`src/rtl/udt_rx_parser.sv`:
```
// udt_rx_parser: splits the UDP receive stream into UDT data payload and control descriptors.
// Statistics counters are built only when the UDT_RX_STATS_EN macro is defined.
module udt_rx_parser #(
    parameter logic [15:0] PORT   = 16'd10086,
    parameter int          STAT_W = 16
) (
    input  logic              udp_clk,
    input  logic              udp_aresetn,
    input  logic              udp_rx_tvalid,
    output logic              udp_rx_tready,
    input  logic [63:0]       udp_rx_tdata,
    input  logic [7:0]        udp_rx_tkeep,
    input  logic              udp_rx_tlast,
    input  logic [31:0]       udp_rx_ip_src,
    input  logic [15:0]       udp_rx_port_src,
    input  logic [15:0]       udp_rx_port_dest,
    output logic              udt_rx_data_tvalid,
    input  logic              udt_rx_data_tready,
    output logic [63:0]       udt_rx_data_tdata,
    output logic [7:0]        udt_rx_data_tkeep,
    output logic              udt_rx_data_tlast,
    output logic [30:0]       udt_rx_data_seq,
    output logic              udt_rx_ctrl_valid,
    input  logic              udt_rx_ctrl_ready,
    output logic [14:0]       udt_rx_ctrl_type,
    output logic [15:0]       udt_rx_ctrl_ext,
    output logic [63:0]       udt_rx_ctrl_body,
    output logic [31:0]       udt_rx_hdr_w1,
    output logic [31:0]       udt_rx_hdr_ts,
    output logic [31:0]       udt_rx_hdr_sock,
    output logic [31:0]       udt_rx_peer_ip,
    output logic [15:0]       udt_rx_peer_port,
    output logic [STAT_W-1:0] stat_data_pkts,
    output logic [STAT_W-1:0] stat_ctrl_pkts,
    output logic [STAT_W-1:0] stat_drop_port,
    output logic [STAT_W-1:0] stat_drop_runt
);

    typedef enum logic [2:0] {
        S_IDLE,
        S_HDR1,
        S_DATA,
        S_CBODY,
        S_COUT,
        S_DROP
    } state_t;

    state_t      state_q;
    logic        run_q;
    logic        ctrlPend_q;
    logic [31:0] word0_q;
    logic [31:0] word1_q;
    logic [31:0] ts_q;
    logic [31:0] sock_q;
    logic [31:0] peerIp_q;
    logic [15:0] peerPort_q;
    logic [63:0] body_q;
    logic        ctrlValid_q;
    logic        dataValid_q;
    logic [63:0] dataData_q;
    logic [7:0]  dataKeep_q;
    logic        dataLast_q;

    logic        inReady;
    logic        inAcc;
    logic        portMatch;
    logic [31:0] beatWordA;
    logic [31:0] beatWordB;
    logic [63:0] bodyMasked;

    always_comb begin
        beatWordA  = {udp_rx_tdata[7:0],   udp_rx_tdata[15:8],
                      udp_rx_tdata[23:16], udp_rx_tdata[31:24]};
        beatWordB  = {udp_rx_tdata[39:32], udp_rx_tdata[47:40],
                      udp_rx_tdata[55:48], udp_rx_tdata[63:56]};
        bodyMasked = '0;
        for (int i = 0; i < 8; i++) begin
            bodyMasked[8*i +: 8] = udp_rx_tkeep[i] ? udp_rx_tdata[8*i +: 8] : 8'h00;
        end
    end

    // In DATA, stop accepting once the packet's last beat sits in the output register,
    // so the next packet's beat 0 is only taken after the tlast handshake.
    always_comb begin
        inReady = 1'b0;
        case (state_q)
            S_IDLE, S_HDR1, S_CBODY, S_DROP: inReady = 1'b1;
            S_DATA:  inReady = (!dataValid_q || udt_rx_data_tready) && !(dataValid_q && dataLast_q);
            default: inReady = 1'b0;
        endcase
        inReady = inReady && run_q;
    end

    assign portMatch     = (udp_rx_port_dest == PORT);
    assign inAcc         = udp_rx_tvalid && inReady;
    assign udp_rx_tready = inReady;

    always_ff @(posedge udp_clk or negedge udp_aresetn) begin
        if (!udp_aresetn) begin
            state_q     <= S_IDLE;
            run_q       <= 1'b0;
            ctrlPend_q  <= 1'b0;
            word0_q     <= '0;
            word1_q     <= '0;
            ts_q        <= '0;
            sock_q      <= '0;
            peerIp_q    <= '0;
            peerPort_q  <= '0;
            body_q      <= '0;
            ctrlValid_q <= 1'b0;
            dataValid_q <= 1'b0;
            dataData_q  <= '0;
            dataKeep_q  <= '0;
            dataLast_q  <= 1'b0;
        end else begin
            run_q <= 1'b1;
            case (state_q)
                S_IDLE: begin
                    if (inAcc) begin
                        word0_q    <= beatWordA;
                        word1_q    <= beatWordB;
                        peerIp_q   <= udp_rx_ip_src;
                        peerPort_q <= udp_rx_port_src;
                        ctrlPend_q <= 1'b0;
                        if (!portMatch) begin
                            state_q <= udp_rx_tlast ? S_IDLE : S_DROP;
                        end else if (!udp_rx_tlast) begin
                            state_q <= S_HDR1;
                        end
                    end
                end
                S_HDR1: begin
                    if (inAcc) begin
                        ts_q   <= beatWordA;
                        sock_q <= beatWordB;
                        if (udp_rx_tlast) begin
                            if (udp_rx_tkeep == 8'hFF && word0_q[31]) begin
                                body_q      <= '0;
                                ctrlValid_q <= 1'b1;
                                state_q     <= S_COUT;
                            end else begin
                                state_q <= S_IDLE;
                            end
                        end else begin
                            state_q <= word0_q[31] ? S_CBODY : S_DATA;
                        end
                    end
                end
                S_DATA: begin
                    if (inAcc) begin
                        dataData_q  <= udp_rx_tdata;
                        dataKeep_q  <= udp_rx_tkeep;
                        dataLast_q  <= udp_rx_tlast;
                        dataValid_q <= 1'b1;
                    end else if (udt_rx_data_tready) begin
                        dataValid_q <= 1'b0;
                    end
                    if (dataValid_q && dataLast_q && udt_rx_data_tready) begin
                        state_q <= S_IDLE;
                    end
                end
                S_CBODY: begin
                    if (inAcc) begin
                        body_q <= bodyMasked;
                        if (udp_rx_tlast) begin
                            ctrlValid_q <= 1'b1;
                            state_q     <= S_COUT;
                        end else begin
                            ctrlPend_q <= 1'b1;
                            state_q    <= S_DROP;
                        end
                    end
                end
                S_COUT: begin
                    if (udt_rx_ctrl_ready) begin
                        ctrlValid_q <= 1'b0;
                        state_q     <= S_IDLE;
                    end
                end
                S_DROP: begin
                    // A long control packet parks here until its tail is gone, then emits.
                    if (inAcc && udp_rx_tlast) begin
                        if (ctrlPend_q) begin
                            ctrlPend_q  <= 1'b0;
                            ctrlValid_q <= 1'b1;
                            state_q     <= S_COUT;
                        end else begin
                            state_q <= S_IDLE;
                        end
                    end
                end
                default: state_q <= S_IDLE;
            endcase
        end
    end

    assign udt_rx_data_tvalid = dataValid_q;
    assign udt_rx_data_tdata  = dataData_q;
    assign udt_rx_data_tkeep  = dataKeep_q;
    assign udt_rx_data_tlast  = dataLast_q;
    assign udt_rx_data_seq    = word0_q[30:0];
    assign udt_rx_ctrl_valid  = ctrlValid_q;
    assign udt_rx_ctrl_type   = word0_q[30:16];
    assign udt_rx_ctrl_ext    = word0_q[15:0];
    assign udt_rx_ctrl_body   = body_q;
    assign udt_rx_hdr_w1      = word1_q;
    assign udt_rx_hdr_ts      = ts_q;
    assign udt_rx_hdr_sock    = sock_q;
    assign udt_rx_peer_ip     = peerIp_q;
    assign udt_rx_peer_port   = peerPort_q;

`ifdef UDT_RX_STATS_EN
    logic [STAT_W-1:0] statData_q;
    logic [STAT_W-1:0] statCtrl_q;
    logic [STAT_W-1:0] statPort_q;
    logic [STAT_W-1:0] statRunt_q;
    logic              incData;
    logic              incCtrl;
    logic              incPort;
    logic              incRunt;

    function automatic logic [STAT_W-1:0] satInc(input logic [STAT_W-1:0] v);
        return (&v) ? v : v + {{(STAT_W-1){1'b0}}, 1'b1};
    endfunction

    always_comb begin
        incPort = (state_q == S_IDLE) && inAcc && !portMatch;
        incRunt = inAcc && udp_rx_tlast &&
                  (((state_q == S_IDLE) && portMatch) ||
                   ((state_q == S_HDR1) && (udp_rx_tkeep != 8'hFF || !word0_q[31])));
        incData = (state_q == S_DATA) && dataValid_q && dataLast_q && udt_rx_data_tready;
        incCtrl = (state_q == S_COUT) && udt_rx_ctrl_ready;
    end

    always_ff @(posedge udp_clk or negedge udp_aresetn) begin
        if (!udp_aresetn) begin
            statData_q <= '0;
            statCtrl_q <= '0;
            statPort_q <= '0;
            statRunt_q <= '0;
        end else begin
            if (incData) statData_q <= satInc(statData_q);
            if (incCtrl) statCtrl_q <= satInc(statCtrl_q);
            if (incPort) statPort_q <= satInc(statPort_q);
            if (incRunt) statRunt_q <= satInc(statRunt_q);
        end
    end

    assign stat_data_pkts = statData_q;
    assign stat_ctrl_pkts = statCtrl_q;
    assign stat_drop_port = statPort_q;
    assign stat_drop_runt = statRunt_q;
`else
    assign stat_data_pkts = '0;
    assign stat_ctrl_pkts = '0;
    assign stat_drop_port = '0;
    assign stat_drop_runt = '0;
`endif

endmodule

```
`config.mk`:
```
export PLATFORM = sky130hd
export DESIGN_NAME = udt_rx_parser
export DESIGN_NICKNAME = d
export VERILOG_FILES = /design/src/rtl/udt_rx_parser.sv
export SDC_FILE = /design/constraint.sdc
export NUM_CORES = 1
export LEC_CHECK = 0
export BUFFER_PORTS_ARGS = -buffer_cell sky130_fd_sc_hd__clkbuf_2
export CELL_PAD_IN_SITES_DETAIL_PLACEMENT = 1
export CELL_PAD_IN_SITES_GLOBAL_PLACEMENT = 1
export CORE_AREA = 3 3 214 216
export CTS_BUF_LIST = sky130_fd_sc_hd__clkbuf_8
export DETAILED_ROUTE_END_ITERATION = 10
export DIE_AREA = 0 0 217 219
export PLACE_DENSITY = 0.76
export SLEW_MARGIN = 20
export SYNTH_ARGS = -nofsm -noshare
export SYNTH_HDL_FRONTEND = slang
export SYNTH_SLANG_ARGS = --single-unit
```
`constraint.sdc`:
```
create_clock -name udp_clk -period 5.3 [get_ports udp_clk]
set_input_delay 1.325 -clock udp_clk [delete_from_list [all_inputs] [get_ports udp_clk]]
set_output_delay 1.325 -clock udp_clk [all_outputs]
set_load 0.005 [all_outputs]
```
==> flow_summary.toml <==
[outcome]
status = "completed"

[power]
vdd.ir_drop.worst_uv = 264.4
p_leak_nw = 8.994
power_density_nw_per_um2 = 586.8

[clocking]
cts_root_buffer = "clkbuf_8"
cts_num_sinks = 320
cts_hold_buffers = 0
clk_pin_slew_ns = 0.06
clockBufferDepth = 3
htree_levels = 2
cts_made_buffers = 56
tritoncts = "done"
cts_resized = 0
clock_latency_ns = 0.61
cts_setup_buffers = 0

[floorplanning]
die-area_um2 = 47520
num_rows = 77
die_w_um = 217
die_y_um = 219
ios = 552
start_util = 0.3117
core-area_um2 = 44120

[routing]
finalWirelength_mm = 41.10
antenna_left = 0
drcViolationCount = 0
drtIter0Drc = 271
wl_per_cell_um = 19.67
vias_per_cell = 4.465
first_pass_iters = 4
dr_total_vias = 9327

[worst_setup_path]
endpoint_kind = "primary output"
cp.required_ns = 3.97
crit_arrival_ns = 2.22
critPathMaxFanout = 22
r2r-start = "state_q[1]"
crit_start = "state_q[1]"
setup.worst_path.start_class = "flip-flop"
crit_type = "flip-flop to primary output"

[timing]
finalSetupViolations = 0
skew_ns = 0.02813
max_freq_ghz = 0.2822
min_period_over_period = 0.6687
maxSlewViolCount = 0
rsz0062_at_grt = "no"
finalSetupTns_ns = 0
slew_headroom = 0.3215
final-hold-violation-count = 0
worst_pin_slew_ns = 1.018
fin_crit_ns = 3.544
setup_ws_ns = 1.756

[synth]
synth_seq_cells = 320
synthCells = 1015
ys.flop_type = "dfrtp_1"
yosys.cell_count.top_type = "dfrtp_1"
synth_edf_count = 0
ys_warn_count = 0
syn_area_per_cell_um2 = 13.55
synth_seq_area_share = 0.5822
synth.distinct_cells = 38
async_reset_ff_frac = 1.000
yosys.area.top_type = "dfrtp_1"
synth_top_area_frac = 0.5822
syn-cell-area_um2 = 13750
synthTopCellsByCount = "320 x dfrtp_1, 143 x buf_4, 109 x mux2_2, 80 x mux2_4"
synth.area.top_cells = "dfrtp_1 58%, mux2_2 8.9%, mux2_4 8.7%, buf_4 7.8%, mux2_1 4.8%"

[hold_path]
min_path_type = "flip-flop to flip-flop"
min_from = "udt_rx_data_tdata[26]"

[global_route]
grt_pass1_vias = 10270
grt_pass1_wl_mm = 62.00
antenna_found_initial = 1
grt_overflow = 0
grtUsageTotal = 0.1673
grt_max_degree = 125

[finish]
final_area_um2 = 17180
seq_area_um2 = 8008
syn2layout_area_growth_pct = 24.94
layout.nets = 1597
fill_cells = 4899
multi_input_area_um2 = 4466
drive_above_1_share = 0.5187

[run]
maxCapViolCount = 0

[place]
routabilityCongestion = 0.7697
placed_area_um2 = 16070
place_ws_ns = 1.659
dp_hpwl_mm = 29.99
placement.io_buffers = 487
==> flip-flops by register name, summed over array words and instances, names as in the netlist, 3 cells and up <==
name               count
udt_rx_data_tkeep      8
state_q                3
udt_rx_hdr_w1         32
udt_rx_hdr_ts         32
udt_rx_ctrl_body      64
udt_rx_data_tdata     64
udt_rx_peer_port      16
udt_rx_hdr_sock       32
udt_rx_peer_ip        32
word0_q               32
==> final cells by class <==
type                    instances  share of cell area
clock buffers                  71             0.05687
clock inverters                28            0.007500
inverters                      66             0.01442
multi-input cells             512              0.2599
diodes                          1           0.0001456
well taps                     592             0.04311
flip-flops and latches        320              0.4660
repair buffers                499              0.1520
==> layout by cell type, fill, tap and decap left out, drive strengths merged <==
| cell | n |
|---|---|
| o31ai | 2 |
| mux2 | 248 |
| clkinvlp | 4 |
| inv | 83 |
| nand3 | 67 |
| nor2b | 3 |
| nand2b | 5 |
| a21o | 1 |
| a31oi | 2 |
| buf | 13 |
| and3 | 8 |
| o21a | 1 |
| nor3 | 4 |
| conb | 65 |
| and2b | 1 |
| nand2 | 11 |
| a21oi | 2 |
| clkinv | 7 |
| a211oi | 1 |
| or2 | 1 |
| and3b | 2 |
| diode | 1 |
| a2111oi | 1 |
| nand4 | 3 |
| dfrtp | 320 |
| nor4bb | 4 |
| o22a | 1 |
| nor4 | 2 |
| o32ai | 1 |
| o21ai | 69 |
| a21boi | 2 |
| nor2 | 4 |
| clkbuf | 557 |
| a221o | 1 |
==> worst max-delay path: stages (launching register included) <==
cell      delay, ns
dfrtp_1        1.01
nand2b_1       0.25
nand2_1        0.07
nand2_1        0.09
a21oi_1        0.04
clkbuf_2       0.15
==> final timing paths <==
path	endpoint	slack, ns	cells past startpoint
max in group asynchronous	udt_rx_hdr_w1[15]	3.46	2
worst max register to register	udt_rx_data_tkeep[4]	2.31	4
worst max-delay path	udp_rx_tready	1.76	5
worst min-delay path	udt_rx_data_tdata[26]	0.48	1
worst min register to register	udt_rx_data_tdata[26]	0.48	1
min in group asynchronous	word0_q[11]	0.84	1
==> through the flow <==
step           hold WS, ns    util  cells  total power (W)
2_1_floorplan       0.4828       -   1078         0.006257
3_3_place_gp        0.4671  0.3643   1989         0.007786
3_5_place_dp        0.4750  0.3643   1989         0.007961
4_1_cts             0.4887  0.3894   2088          0.01027
5_1_grt             0.4943  0.3894   2089          0.01078
6_report            0.4845  0.3894   2089          0.01008
==> power breakdown <==
group / internal [W] / switching (W)
clock: 0.00120 / 0.00101
combinational: 0.00193 / 0.00155
sequential: 0.00363 / 0.000759
total: 0.00676 / 0.00332
==> cell families after synthesis <==
kind of cell           share of synthesized area
multiplexers                              0.2249
AO/OA/AOI/OAI                            0.03321
AND/OR/NAND/NOR                          0.04676
flip-flops                                0.5822
other                                  0.0005461
buffers and inverters                     0.1124
==> layer usage <==
metal	GRT usage	share of wire	up-vias
met5	0	0	-
met2	0.3001	0.52	369
met4	0.06240	0.029	0
met3	0.05109	0.075	69
li1	-	-	4135
met1	0.1871	0.38	4754
Power figures use the tool's default switching activity.
